File: src/rtl/piso_tx_pkg.sv
// Shared types and constants for the parallel-in serial-out transmitter.
// The optional parity stage is enabled with the PISO_TX_PARITY_EN macro.
package piso_tx_pkg;

    typedef enum logic [1:0] {
        IDLE  = 2'd0,
        SHIFT = 2'd1,
        PAR   = 2'd2
    } state_t;

    localparam logic SOUT_IDLE = 1'b1;

    // The counter must hold WIDTH-1 at load time.
    function automatic int cnt_width(input int width);
        return $clog2(width + 1);
    endfunction

endpackage

File: src/rtl/piso_bit_counter.sv
// Loadable down-counter with synchronous clear and a terminal-count flag.
// Used by piso_shift_tx to track the remaining data bits in a frame.
module piso_bit_counter #(
    parameter int CW = 4
) (
    input  logic          clk,
    input  logic          clear,
    input  logic          load,
    input  logic [CW-1:0] load_val,
    input  logic          dec,
    output logic          tc
);

    localparam logic [CW-1:0] ONE = CW'(1);

    logic [CW-1:0] count;

    always_ff @(posedge clk) begin
        if (clear) begin
            count <= '0;
        end else if (load) begin
            count <= load_val;
        end else if (dec && (count != '0)) begin
            count <= count - ONE;
        end
    end

    assign tc = (count == '0);

endmodule

File: src/rtl/piso_shift_tx.sv
// Parallel-in serial-out transmitter with a complementary serial output pair.
// Defining PISO_TX_PARITY_EN appends an even-parity bit after the data bits.
module piso_shift_tx
    import piso_tx_pkg::*;
#(
    parameter int WIDTH     = 8,
    parameter bit MSB_FIRST = 1'b1
) (
    input  logic             clk,
    input  logic             clear,
    input  logic [WIDTH-1:0] din,
    input  logic             din_valid,
    output logic             din_ready,
    output logic             sout,
    output logic             sout_bar,
    output logic             busy,
    output logic             done
);

    localparam int            CW   = cnt_width(WIDTH);
    localparam logic [CW-1:0] LAST = CW'(WIDTH - 1);

    // Handshake: a word transfers at a rising edge where din_valid and
    // din_ready are both high; din_valid may stay high while din_ready is low
    // and the word waits, unchanged, until the next IDLE edge accepts it.

    state_t           state, state_d;
    logic [WIDTH-1:0] sreg, sreg_rot;
    logic             first_bit, next_bit;
    logic             load, shift, tc;
    logic             sout_d, busy_d, done_d;

`ifdef PISO_TX_PARITY_EN
    logic par_q;

    always_ff @(posedge clk) begin
        if (clear) begin
            par_q <= 1'b0;
        end else if (load) begin
            par_q <= ^din;
        end
    end
`endif

    assign din_ready = (state == IDLE) && !clear;

    // The register rotates rather than shifts so no stored bit goes unread;
    // the bit leaving the output end is never presented again.
    always_comb begin
        if (MSB_FIRST) begin
            first_bit = din[WIDTH-1];
            next_bit  = sreg[WIDTH-2];
            sreg_rot  = {sreg[WIDTH-2:0], sreg[WIDTH-1]};
        end else begin
            first_bit = din[0];
            next_bit  = sreg[1];
            sreg_rot  = {sreg[0], sreg[WIDTH-1:1]};
        end
    end

    piso_bit_counter #(
        .CW(CW)
    ) u_bit_counter (
        .clk     (clk),
        .clear   (clear),
        .load    (load),
        .load_val(LAST),
        .dec     (shift),
        .tc      (tc)
    );

    always_ff @(posedge clk) begin
        if (clear) begin
            state <= IDLE;
        end else begin
            state <= state_d;
        end
    end

    always_comb begin
        state_d = state;
        sout_d  = SOUT_IDLE;
        busy_d  = 1'b0;
        done_d  = 1'b0;
        load    = 1'b0;
        shift   = 1'b0;
        case (state)
            IDLE: begin
                if (din_valid && din_ready) begin
                    load    = 1'b1;
                    state_d = SHIFT;
                    sout_d  = first_bit;
                    busy_d  = 1'b1;
                end
            end
            SHIFT: begin
                if (!tc) begin
                    shift  = 1'b1;
                    sout_d = next_bit;
                    busy_d = 1'b1;
                end else begin
`ifdef PISO_TX_PARITY_EN
                    state_d = PAR;
                    sout_d  = par_q;
                    busy_d  = 1'b1;
`else
                    state_d = IDLE;
                    done_d  = 1'b1;
`endif
                end
            end
`ifdef PISO_TX_PARITY_EN
            PAR: begin
                state_d = IDLE;
                done_d  = 1'b1;
            end
`endif
            default: begin
                state_d = IDLE;
            end
        endcase
    end

    // sout_bar is registered from the same next value so the pair never skews.
    always_ff @(posedge clk) begin
        if (clear) begin
            sreg     <= '0;
            sout     <= SOUT_IDLE;
            sout_bar <= ~SOUT_IDLE;
            busy     <= 1'b0;
            done     <= 1'b0;
        end else begin
            if (load) begin
                sreg <= din;
            end else if (shift) begin
                sreg <= sreg_rot;
            end
            sout     <= sout_d;
            sout_bar <= ~sout_d;
            busy     <= busy_d;
            done     <= done_d;
        end
    end

endmodule

File: config.mk
export PLATFORM = sky130hd
export DESIGN_NAME = piso_shift_tx
export DESIGN_NICKNAME = d
export VERILOG_FILES = /design/src/rtl/piso_tx_pkg.sv /design/src/rtl/piso_bit_counter.sv /design/src/rtl/piso_shift_tx.sv
export SDC_FILE = /design/constraint.sdc
export NUM_CORES = 1
export LEC_CHECK = 0
export CAP_MARGIN = 20
export CELL_PAD_IN_SITES_DETAIL_PLACEMENT = 2
export CELL_PAD_IN_SITES_GLOBAL_PLACEMENT = 2
export CORE_MARGIN = 4
export CORE_UTILIZATION = 32
export DETAILED_ROUTE_END_ITERATION = 6
export PLACE_DENSITY = 0.82
export SYNTH_ARGS = -nofsm -noshare
export SYNTH_HDL_FRONTEND = slang
export SYNTH_SLANG_ARGS = --single-unit
File: constraint.sdc
create_clock -name clk -period 2.85 [get_ports clk]
set_clock_uncertainty 0.05 [all_clocks]
set_input_delay 0.4275 -clock clk [delete_from_list [all_inputs] [get_ports clk]]
set_output_delay 0.4275 -clock clk [all_outputs]
set_load 0.02 [all_outputs]
Word-level counts from Yosys, hierarchy flattened
Cells that the tools add are included.

operators by class
  add/sub/neg operators = 1
  bitwise gates (word level) = 2
  reduce and logical (&&, ||, !) cells = 12
  equality and inequality tests = 3
  muxes and demuxes = 16

operator list
  kind                                               number
  2-to-1 mux 8 bit                                   2
  2-to-1 mux 1 bit                                   7
  2-to-1 mux 3 bit                                   2
  zero test 4 bit                                    1
  2-to-1 mux 2 bit                                   2
  case mux 1 bit (2 select lines)                    2
  case mux 2 bit (2 select lines)                    1
  nonzero test 2 bit                                 2
  nonzero test 4 bit                                 1
  OR reduction 2 bit                                 2
  subtractor 4 x 1 -> 4 bit (second input constant)  1
  logical AND 1 bit                                  3
  == test 2 x 1 -> 1 bit (second input constant)     1
  zero test 2 bit                                    1
  != test 2 x 1 -> 1 bit (second input constant)     1
  != test 2 bit (second input constant)              1
  NOT 1 bit                                          2
  AND reduction 2 bit                                1
  zero test 1 bit                                    1

storage, ports and cells
  output and inout port bits = 5
  register bits after elaboration = 18
  input port bits = 11

Logic depth before layout (Yosys ltp)
  depth in word-level cells = 6
  mapped depth = 6
  mapped depth without buffers = 5

Hierarchy
From an unflattened synthesis, not the netlist that was laid out.

unflattened totals
  cell total of the unflattened synthesis = 91
  area total of the unflattened synthesis = 798.3 um^2

modules (own cells, without submodules)
  module            instances  cells each  area each (um^2)
  piso_shift_tx     1          62          535.5
  piso_bit_counter  1          29          262.8

Least setup slack after synthesis
OpenSTA, ideal clock, no wires.

  path type = input to output
  start = input clear
  end = output din_ready
  arrival = 1.098 ns
  path slack = 1.275 ns
  stages = 3
  path buffers = 2
  required time = 2.372 ns
  cells stage by stage = buf_2 > buf_1 > nor2_1

on the way
  cells in the longest elaborated chain, start to end = 2

RTL lines
  item               line                 source
  from (decl)        piso_shift_tx.sv:10  input logic clear,
  zero test 1 bit    piso_shift_tx.sv:45  assign din_ready = (state == IDLE) && !clear;
  logical AND 1 bit  piso_shift_tx.sv:45
  to (decl)          piso_shift_tx.sv:13  output logic din_ready,

No other way between the ends.

Worst setup path after layout
Ends and elaborated chain as after synthesis.

==> run_results.csv <==
group,metric,value,unit
run_status,status,"complete, no violations",
worst_setup_path,crit_path_cell_trace,"clkdlybuf4s50_1, nor2_1, clkdlybuf4s50_1",
detailed_routing,via_count,700,
clock_tree,clk_latency,290,ps
global_route,grt_max_degree,20,
floorplan,die-area,3362,um2
detailed_routing,wire_per_inst,16.96,um
worst_setup_path,critPathLaunchType,"input port",
clock_tree,h-tree-depth,1,
yosys,synth_area,799.5,um2
sta,period_share,0.7208,
sta,finalSetupViolCount,0,
floorplan,rows,17,
clock_tree,clk_path_buf_depth,2,
floorplan,io_pins,16,
sta,relSlewSlack,0.5913,
sta,setup-tns-final,0,ps
yosys,syn_avg_cell_area,9.518,um2
yosys,synth_cells,84,
floorplan,dieWidth,57.99,um
layout,fin_nets,111,
place,numPortBuffers,15,
place,dpl.hpwl,1492,um
detailed_routing,vias_per_cell,5.556,
worst_setup_path,critPathMaxFanout,2,
run,cap_violations,0,
worst_setup_path,cp.arrival,1580,ps
yosys,seq_area_frac_synth,0.4257,
floorplan,die_h,57.99,um
worst_setup_path,cpMaxStageDelayCell,"clkdlybuf4s50_1",
floorplan,design.core.area,2297,um2
global_route,grt_pass1_vias,768,
sta,max_freq,486.8,MHz
detailed_routing,wirelength,2137,um
layout,layout_common_cells,"dfxtp_1, clkdlybuf4s50_1, nor2_1",
clock_tree,path_clk_slew,100,ps
layout,layout_commonest_cell,"dfxtp_1",
power,seqPwrFrac,0.508,
detailed_routing,firstDrtPassIters,4,
worst_setup_path,crit_required,2370,ps
power,switching_share,0.3020,
power,vdd_drop_max,0.2800,mV
power,power.leakage,0.3430,nW
power,p_switching,0.0001640,W
worst_setup_path,max_stage_delay,620,ps
worst_setup_path,cp_common_cell,"clkdlybuf4s50_1",
clock_tree,ctsResizeCount,0,
detailed_routing,antenna_left,0,
sta,maxSlewViolCount,0,
worst_hold_path,worstHoldPathType,"flop to flop",
yosys,synth_top_area_cell,"dfxtp_1",
sta,setup_ws,795.8,ps
layout,drive_above_1_share,0.1224,
clock_tree,hold_buffers,0,
yosys,synthDominantCellAreaShare,0.4257,
clock_tree,cts_root_buf,"clkbuf_4",
layout,diodes,0,
detailed_routing,drc,0,
worst_setup_path,endpoint_kind,"output port",
yosys,ys_ff_latch,17,
global_route,grt_pass1_wl,3732,um
floorplan,initial_core_util,0.3480,
power,clkPwrFrac,0.246,
power,intPower,0.0003789,W
sta,hold_viol_final,0,
global_route,gr-total-overflow,0,
yosys,syn_nets,96,
clock_tree,cts_tree,"built",
clock_tree,post_cts_buffers,0,
power,powerDensity,545.7,nW/um2
worst_setup_path,regToRegSetupSlack,1000,ps
detailed_routing,drtIter0Drc,6,
sta,period_needed,2054,ps
power,p_comb_frac,0.246,
place,place.gp.congestion,0.6945,
clock_tree,cts.sinks,17,
yosys,synth_area_leaders,"dfxtp_1, nor3b_1, a211oi_1, nor4_1, nor2_1",
layout,syn_to_final_growth,24.41,%
clock_tree,cts-buffers-inserted,3,
global_route,grt_usage,0.1429,
sta,rsz0062_at_grt,"false",
worst_setup_path,path_class,"input port to output port",
sta,worstMarginPinSlew,610.4,ps
yosys,synthDistinctLibCells,28,
place,dp_slack,695.9,ps
yosys,yosys_warnings,0,
global_route,antenna_found_initial,0,
power,finalPower,0.0005428,W
kinds of logic after synthesis:
group	synth area share
and+or+nand+nor	0.3020
AOI/OAI and AO/OA	0.1784
DFF	0.4257
buffers and inverters	0.04852
xor gates and xnor gates	0.01096
muxes	0.01877
adders and majority gates	0.01565
state kept, by name (all words and copies together), names as in the netlist:
| name | count |
|---|---|
| done | 1 |
| sreg | 8 |
| u_bit_counter.count | 4 |
| state | 1 |
| sout | 1 |
| sout_bar | 1 |
| busy | 1 |
layout make-up:
cell class / instances / area, um2
Fill cell: 250 / 1303
Multi-Input combinational cell: 58 / 420.4
Sequential cell: 17 / 340.3
Timing Repair Buffer: 17 / 165.2
Tap cell: 28 / 35.03
Clock buffer: 4 / 26.28
Inverter: 2 / 7.507
cells in the mapped netlist, drive strengths merged:
library cell and number:
a2111oi 1, a211oi 9, a21oi 3, a311oi 1
a31oi 1, buf 6, clkbuf 1, dfxtp 17
ha 1, inv 2, mux2 1, nand2 1
nand2b 1, nand4b 1, nor2 11, nor3 2
nor3b 11, nor4 7, nor4b 1, o21ba 1
o21bai 2, or3b 2, xnor2 1
worst max-delay path, delay by kind of cell:
family                 cells  cell delay, ps
AND/OR/NAND/NOR            1             110
buffers and inverters      2            1030
routing by layer:
layer,GRT usage,part of all wire,vias to the layer above
met1,0.1682,0.45,341
met5,0,0,-
met4,0.03311,0.0051,0
li1,-,-,344
met2,0.2468,0.50,13
met3,0.05122,0.047,2
power by group through the flow:
stage | clock network, W | registers [W] | logic [W]
global placement | 0 | 0.000280 | 0.000129
CTS | 0.000136 | 0.000276 | 0.000137
floorplan | 0 | 0.000279 | 0.0000894
detailed placement | 0 | 0.000281 | 0.000135
global route | 0.000148 | 0.000279 | 0.000148
finish | 0.000134 | 0.000276 | 0.000133
metrics by stage:
stage               hold slack (ps)  utilization  instances  cell area [um2]
global placement              469.2       0.4216        122            968.4
floorplan                     433.1            -         84            799.5
global route                  526.2       0.4330        126            994.7
finish                        501.8       0.4330        126            994.7
detailed placement            472.0       0.4216        122            968.4
CTS                           494.3       0.4330        126            994.7
path summary, 6_finish.rpt:
kind	endpoint	depth (start not counted)	start
worst min-delay path	u_bit_counter.count[0]$_SDFFE_PP0P_	1	u_bit_counter.count[0]$_SDFFE_PP0P_
worst min register to register	u_bit_counter.count[0]$_SDFFE_PP0P_	1	u_bit_counter.count[0]$_SDFFE_PP0P_
worst max-delay path	din_ready	3	clear
worst max register to register	sreg[7]$_SDFFE_PP0P_	5	u_bit_counter.count[0]$_SDFFE_PP0P_
Note: power is estimated with default switching activity, not from simulation.
